## src/rtl/dct_mac_sequencer.sv

```systemverilog
// dct_mac_sequencer: control FSM for one DCT MAC unit.
// Each accepted start issues TAPS multiply-accumulate steps. The first tap
// also clears the accumulator. The block then waits for the MAC pipeline,
// loads the result register, and holds result-valid until it is acknowledged.
//
// state | meaning
// ------+------------------------------------------------------------
// IDLE  | no operation; a start is accepted here
// RUN   | one tap per cycle; mac_clr on tap 0; tap_idx = current tap
// DRAIN | MAC pipeline settling; res_ld pulses in the final drain cycle
// HOLD  | result valid; ack ends the op, ack+start begins the next op

module dct_mac_sequencer #(
   parameter int TAPS    = 8,
   parameter int CNT_W   = 3,
   parameter int MAC_LAT = 2
) (
   input  logic             clk,
   input  logic             rst,
   input  logic             ena,
   input  logic             start,
   input  logic             res_ack,
   output logic             busy,
   output logic             mac_clr,
   output logic             mac_en,
   output logic [CNT_W-1:0] tap_idx,
   output logic             res_ld,
   output logic             res_vld,
   output logic             overrun
);

   typedef enum logic [1:0] {
      IDLE  = 2'd0,
      RUN   = 2'd1,
      DRAIN = 2'd2,
      HOLD  = 2'd3
   } state_t;

   localparam int DRN_W = (MAC_LAT > 1) ? $clog2(MAC_LAT) : 1;
   localparam logic [CNT_W-1:0] TAP_LAST = CNT_W'(TAPS - 1);
   localparam logic [DRN_W-1:0] DRN_LOAD = DRN_W'(MAC_LAT - 1);

   state_t           state;
   logic [CNT_W-1:0] tap_cnt;
   // Drain timer counts down to zero. A value of zero marks the last drain cycle.
   logic [DRN_W-1:0] drain_cnt;

   // tap_cnt is a register. It holds the last tap outside RUN.
   assign tap_idx = tap_cnt;
   assign busy    = (state != IDLE);

   // Sequencer FSM. Each output is registered and set from the next state.
   always_ff @(posedge clk) begin
      if (!rst) begin
         state     <= IDLE;
         tap_cnt   <= '0;
         drain_cnt <= '0;
         mac_clr   <= 1'b0;
         mac_en    <= 1'b0;
         res_ld    <= 1'b0;
         res_vld   <= 1'b0;
         overrun   <= 1'b0;
      end else if (!ena) begin
         // While frozen, pulse outputs are forced low and all other state holds.
         mac_clr <= 1'b0;
         mac_en  <= 1'b0;
         res_ld  <= 1'b0;
         overrun <= 1'b0;
      end else begin
         mac_clr <= 1'b0;
         mac_en  <= 1'b0;
         res_ld  <= 1'b0;
         overrun <= 1'b0;
         case (state)
            IDLE: begin
               if (start) begin
                  state   <= RUN;
                  tap_cnt <= '0;
                  mac_en  <= 1'b1;
                  mac_clr <= 1'b1;
               end
            end
            RUN: begin
               overrun <= start;
               if (tap_cnt == TAP_LAST) begin
                  state     <= DRAIN;
                  drain_cnt <= DRN_LOAD;
                  res_ld    <= (MAC_LAT == 1);
               end else begin
                  tap_cnt <= tap_cnt + CNT_W'(1);
                  mac_en  <= 1'b1;
               end
            end
            DRAIN: begin
               overrun <= start;
               if (drain_cnt == '0) begin
                  state   <= HOLD;
                  res_vld <= 1'b1;
               end else begin
                  drain_cnt <= drain_cnt - DRN_W'(1);
                  res_ld    <= (drain_cnt == DRN_W'(1));
               end
            end
            HOLD: begin
               if (res_ack) begin
                  res_vld <= 1'b0;
                  if (start) begin
                     state   <= RUN;
                     tap_cnt <= '0;
                     mac_en  <= 1'b1;
                     mac_clr <= 1'b1;
                  end else begin
                     state <= IDLE;
                  end
               end else begin
                  overrun <= start;
               end
            end
            default: begin
               state <= IDLE;
            end
         endcase
      end
   end

endmodule

```

## config.mk

```make
export PLATFORM = sky130hd
export DESIGN_NAME = dct_mac_sequencer
export DESIGN_NICKNAME = d
export VERILOG_FILES = /design/src/rtl/dct_mac_sequencer.sv
export SDC_FILE = /design/constraint.sdc
export NUM_CORES = 1
export LEC_CHECK = 0
export ABC_CLOCK_PERIOD_IN_PS = 1600
export CORE_MARGIN = 2
export CORE_UTILIZATION = 35
export CTS_BUF_LIST = sky130_fd_sc_hd__clkbuf_8 sky130_fd_sc_hd__clkbuf_16
export DETAILED_ROUTE_END_ITERATION = 7
export MAX_ROUTING_LAYER = met4
export RECOVER_POWER = 50
export SLEW_MARGIN = 25
export SYNTH_ARGS = -nofsm -noshare
export SYNTH_HDL_FRONTEND = slang
export SYNTH_SLANG_ARGS = --single-unit
```

## constraint.sdc

```tcl
create_clock -name clk -period 1.6 [get_ports clk]
set_clock_uncertainty 0.15 [all_clocks]
set_input_delay 0.48 -clock clk [delete_from_list [all_inputs] [get_ports clk]]
set_output_delay 0.48 -clock clk [all_outputs]
set_load 0.1 [all_outputs]
```

# Word level (Yosys, flattened, before mapping)
# Cells that the tools add are included.
# totals
register_bits,11
wordCells,55
inputBits,5
# op_classes
n_addsub,2
n_reduce_logical,12
eq_ne,9
muxes,24
# ops
operator,n
2-to-1 mux 1 bit,10
"!= test 2 bit, second input constant",5
2-to-1 mux 3 bit,3
one-hot mux 3 bit (3 select lines),1
2-to-1 mux 2 bit,4
one-hot mux 1 bit (2 select lines),4
one-hot mux 2 bit (4 select lines),1
AND reduction 4 bit,2
AND reduction 3 bit,2
nonzero test 2 bit,3
AND reduction 5 bit,1
"equality test 2 bit, second input constant",2
"adder 3 x 1 -> 3 bit, second input constant",1
"equality test 3 bit, second input constant",1
one-hot mux 1 bit (3 select lines),1
nonzero test 3 bit,1
"equality test 2 x 1 -> 1 bit, second input constant",1
logical NOT 2 bit,1
AND reduction 2 bit,1
OR reduction 2 bit,1
"subtractor 1 bit, second input constant",1

# Depth between registers and ports, before layout
# depth
word_depth,3
depth_mapped,6
ltp_nobuf,6

# Least setup slack after synthesis
# No wires, ideal clock.
# synth_path
kind,reg2reg
from,reg tap_cnt[0] (netlist: tap_idx[0])
to,reg tap_cnt[0] (netlist: tap_idx[0])
path_buffers,0
required_ps,1378
setup_ps,72
setup_slack_ps,-491
path_stages_with_launch,7
arrival_time_ps,1869
cell_sequence,dfxtp_1 > ha_1 > ha_1 > nand2_1 > o21ai_1 > nor4b_4 > mux2i_1
# synth_via
elab_chain_cells,3
# synth_lines
item,line,rtl
from (decl),44,logic [CNT_W-1:0] tap_cnt;
from (signal assigned),90,tap_cnt <= tap_cnt + CNT_W'(1);
"adder 3 x 1 -> 3 bit, or another cell as far along",90,
"2-to-1 mux 3 bit, or another cell as far along",85,if (tap_cnt == TAP_LAST) begin
one-hot mux 3 bit (3 select lines) or AND reduction 4 bit (tied branches),-,
# Several ways; a longest one is shown, not always the timed one. The select of a mux whose other input is x is not followed.
# A chain may end at the register's enable or synchronous reset.

# Final worst setup path
# layout_path
from,reg state[1]
to,out busy
# layout_via
elab_chain_cells,1
# layout_lines
item,line,rtl
from (decl),43,state_t state;
from (signal assigned),55,state <= IDLE;
from (signal assigned),77,state <= RUN;
from (signal assigned),86,state <= DRAIN;
nonzero test 2 bit,50,assign busy = (state != IDLE);
to (decl),23,"output logic busy,"
# Every way passes these cells.

==> metrics.yaml <==
status: "finished with violations"
hold_class: "reg2reg"
grt_max_degree: 12
drv_slew: 0
yosysWarnings: 0
dieHeight_microns: 46.1
cp-end-kind: "output port"
power_density_nw_per_um2: 881
dr.pass1.iters: 4
drive_gt1_share_pct: 51.9
final.setup.worst_slack_ns: -0.0577
fillers: 127
dieArea_sq_um: 2120
cts_tree: "built"
totalWireLength_microns: 1600
syn_area_per_cell_sq_um: 9.24
synthArstFlopShare_pct: 0
worstPathArrival_ns: 1.03
clockBufferDepth: 2
synth_seq_cells: 11
max_freq_ghz: 0.603
worstSetupPathType: "reg2out"
finalCritPeriodShare_pct: 104
critPathLaunchType: "register"
diodes: 0
total_power_mw: 1.00
path_clk_slew_ns: 0.05
yosys_most_used_dff: "dfxtp_1"
numCtsBuffers: 3
netlist_instances: 67
syn_nets: 81
syn_area_sq_um: 619
multi_input_area_sq_um: 463
rsz0062_at_grt: "true"
drv_cap: 0
placed_cell_area_sq_um: 1030
peakVddDrop_mv: 0.530
area_growth_pct: 83.8
post-place-ws_ns: -0.352
place_hpwl_microns: 1160
cts.sinks: 11
ctsHoldBuffers: 0
relSlewSlack_pct: 75.8
via_per_inst: 4.89
gr-total-overflow: 0
finalSetupViolations: 4
ios: 14
cts_root_buf: "clkbuf_8"
num_vias: 601
tns_ns: -0.119
grt_pass1_vias: 591
timing.hold.ws_ns: 0.357
ys_seq_area_share_pct: 35.6
drt-initial-drc-count: 7
p_leak_nw: 0.491
clock_latency_ns: 0.23
htree_levels: 1
initial_core_util_pct: 36.7
period_minus_slack_ns: 1.66
synthDistinctLibCells: 23
antenna_found_initial: 0
critPathMaxFanout: 4
nets: 121
regArea_sq_um: 234
worst_pin_slew_ns: 0.361
portBuffers: 13
wl_per_cell_microns: 13.0
coreArea_sq_um: 1690
ant_nets: 0
hold_viol: 0
crit_required_ns: 0.97
rrSetupSlack_ns: -0.03
grt_use_total_pct: 17.3
drc_errors: 0
whs_path_depth: 2
synth_edf_count: 0
gp_congestion: 0.786
violations: "negative setup slack"
fp.dieW_microns: 46.1
reg2reg_depth: 6
rows: 15
grt_first_pass_wirelength_microns: 2440
design_area_sq_um: 1140
final timing paths:
| check | start | to |
|---|---|---|
| hold reg to reg | tap_idx[2] | tap_idx[2] |
| setup reg to reg | state[0] | tap_idx[0] |
| hold / removal | tap_idx[2] | tap_idx[2] |
| setup / recovery | state[1] | busy |
critical path: stages (launching register included):
cell and delay (ns):
dfxtp_2 0.36, inv_4 0.06, ha_4 0.16, clkinv_4 0.05, buf_12 0.16
layer usage:
| layer | track usage (%) | vias up | wire, microns | share of wire [%] |
|---|---|---|---|---|
| li1 | - | 305 | - | - |
| met1 | 19.2 | 283 | 644 | 40 |
| met2 | 29.2 | 9 | 875 | 55 |
| met3 | 2.35 | 4 | 47 | 2.9 |
| met4 | 10.3 | 0 | 31 | 1.9 |
| met5 | - | - | 0 | 0 |
flip-flops by register name, indices dropped and copies added, names as in the netlist:
signal / cells
drain_cnt: 1
mac_clr: 1
mac_en: 1
overrun: 1
res_ld: 1
res_vld: 1
state: 2
tap_idx: 3
logic make-up (layout without fill, tap and decap cells):
logic type	count (synthesis)	after routing	share of synthesized area, %
AO/OA/AOI/OAI	9	9	9.90
multiplexers	5	5	8.08
AND/OR/NAND/NOR	27	27	24.6
adder cells (fa/ha/maj)	9	9	18.2
flip-flops	11	11	35.6
buffers and inverters	6	45	3.63
metrics by stage:
| stage | instances | util [%] |
|---|---|---|
| floorplan | 67 | - |
| global placement | 113 | 61.0 |
| detailed placement | 113 | 61.0 |
| CTS | 121 | 66.6 |
| global route | 123 | 67.4 |
| finish | 123 | 67.4 |
synth_stat cells (2+ instances only):
cell type | count | area [sq um]
inv_1 | 4 | 15.0
a211oi_1 | 2 | 15.0
dfxtp_1 | 11 | 220
nand2_1 | 14 | 52.6
o21ai_1 | 2 | 10.0
nand3_1 | 3 | 15.0
nor2_1 | 3 | 11.3
mux2i_1 | 5 | 50.1
ha_1 | 9 | 113
where the power goes:
group	total, mW	internal (mW)	leakage (nW)	switching (mW)
Sequential	0.302	0.289	0.0924	0.0134
Clock	0.270	0.168	0.0269	0.102
Combinational	0.430	0.194	0.371	0.236
layout by cell type (no fill, tap or decap), types with 2 or more instances in the layout:
| cell type | netlist | layout |
|---|---|---|
| inv_4 | 0 | 2 |
| dfxtp_2 | 0 | 2 |
| ha_4 | 0 | 5 |
| clkbuf_8 | 0 | 3 |
| ha_1 | 9 | 4 |
| dfxtp_4 | 0 | 3 |
| mux2i_1 | 5 | 5 |
| nand2_1 | 14 | 13 |
| a211oi_1 | 2 | 2 |
| nand3_1 | 3 | 3 |
| buf_12 | 0 | 5 |
| clkbuf_4 | 0 | 4 |
| nor2_1 | 3 | 3 |
| buf_4 | 0 | 22 |
| dlygate4sd2_1 | 0 | 2 |
| inv_1 | 4 | 3 |
| dfxtp_1 | 11 | 6 |
final cells by class:
class | instances | share of cell area [%]
inverters | 5 | 2.53
multi-input cells | 50 | 40.7
clock buffers | 3 | 3.63
flip-flops and latches | 11 | 20.5
well taps | 17 | 1.87
clock inverters | 1 | 0.330
repair buffers | 36 | 30.4
what timing repair did:
action | CTS | global route
setup endpoints to repair | 7 | 8
pin swaps | 1 | 3
hold endpoints to repair | 0 | 0
setup buffers | 4 | 2
cloned | 0 | 0
gates resized for setup | 11 | 11
No activity file was read; power rests on OpenSTA's default activity.
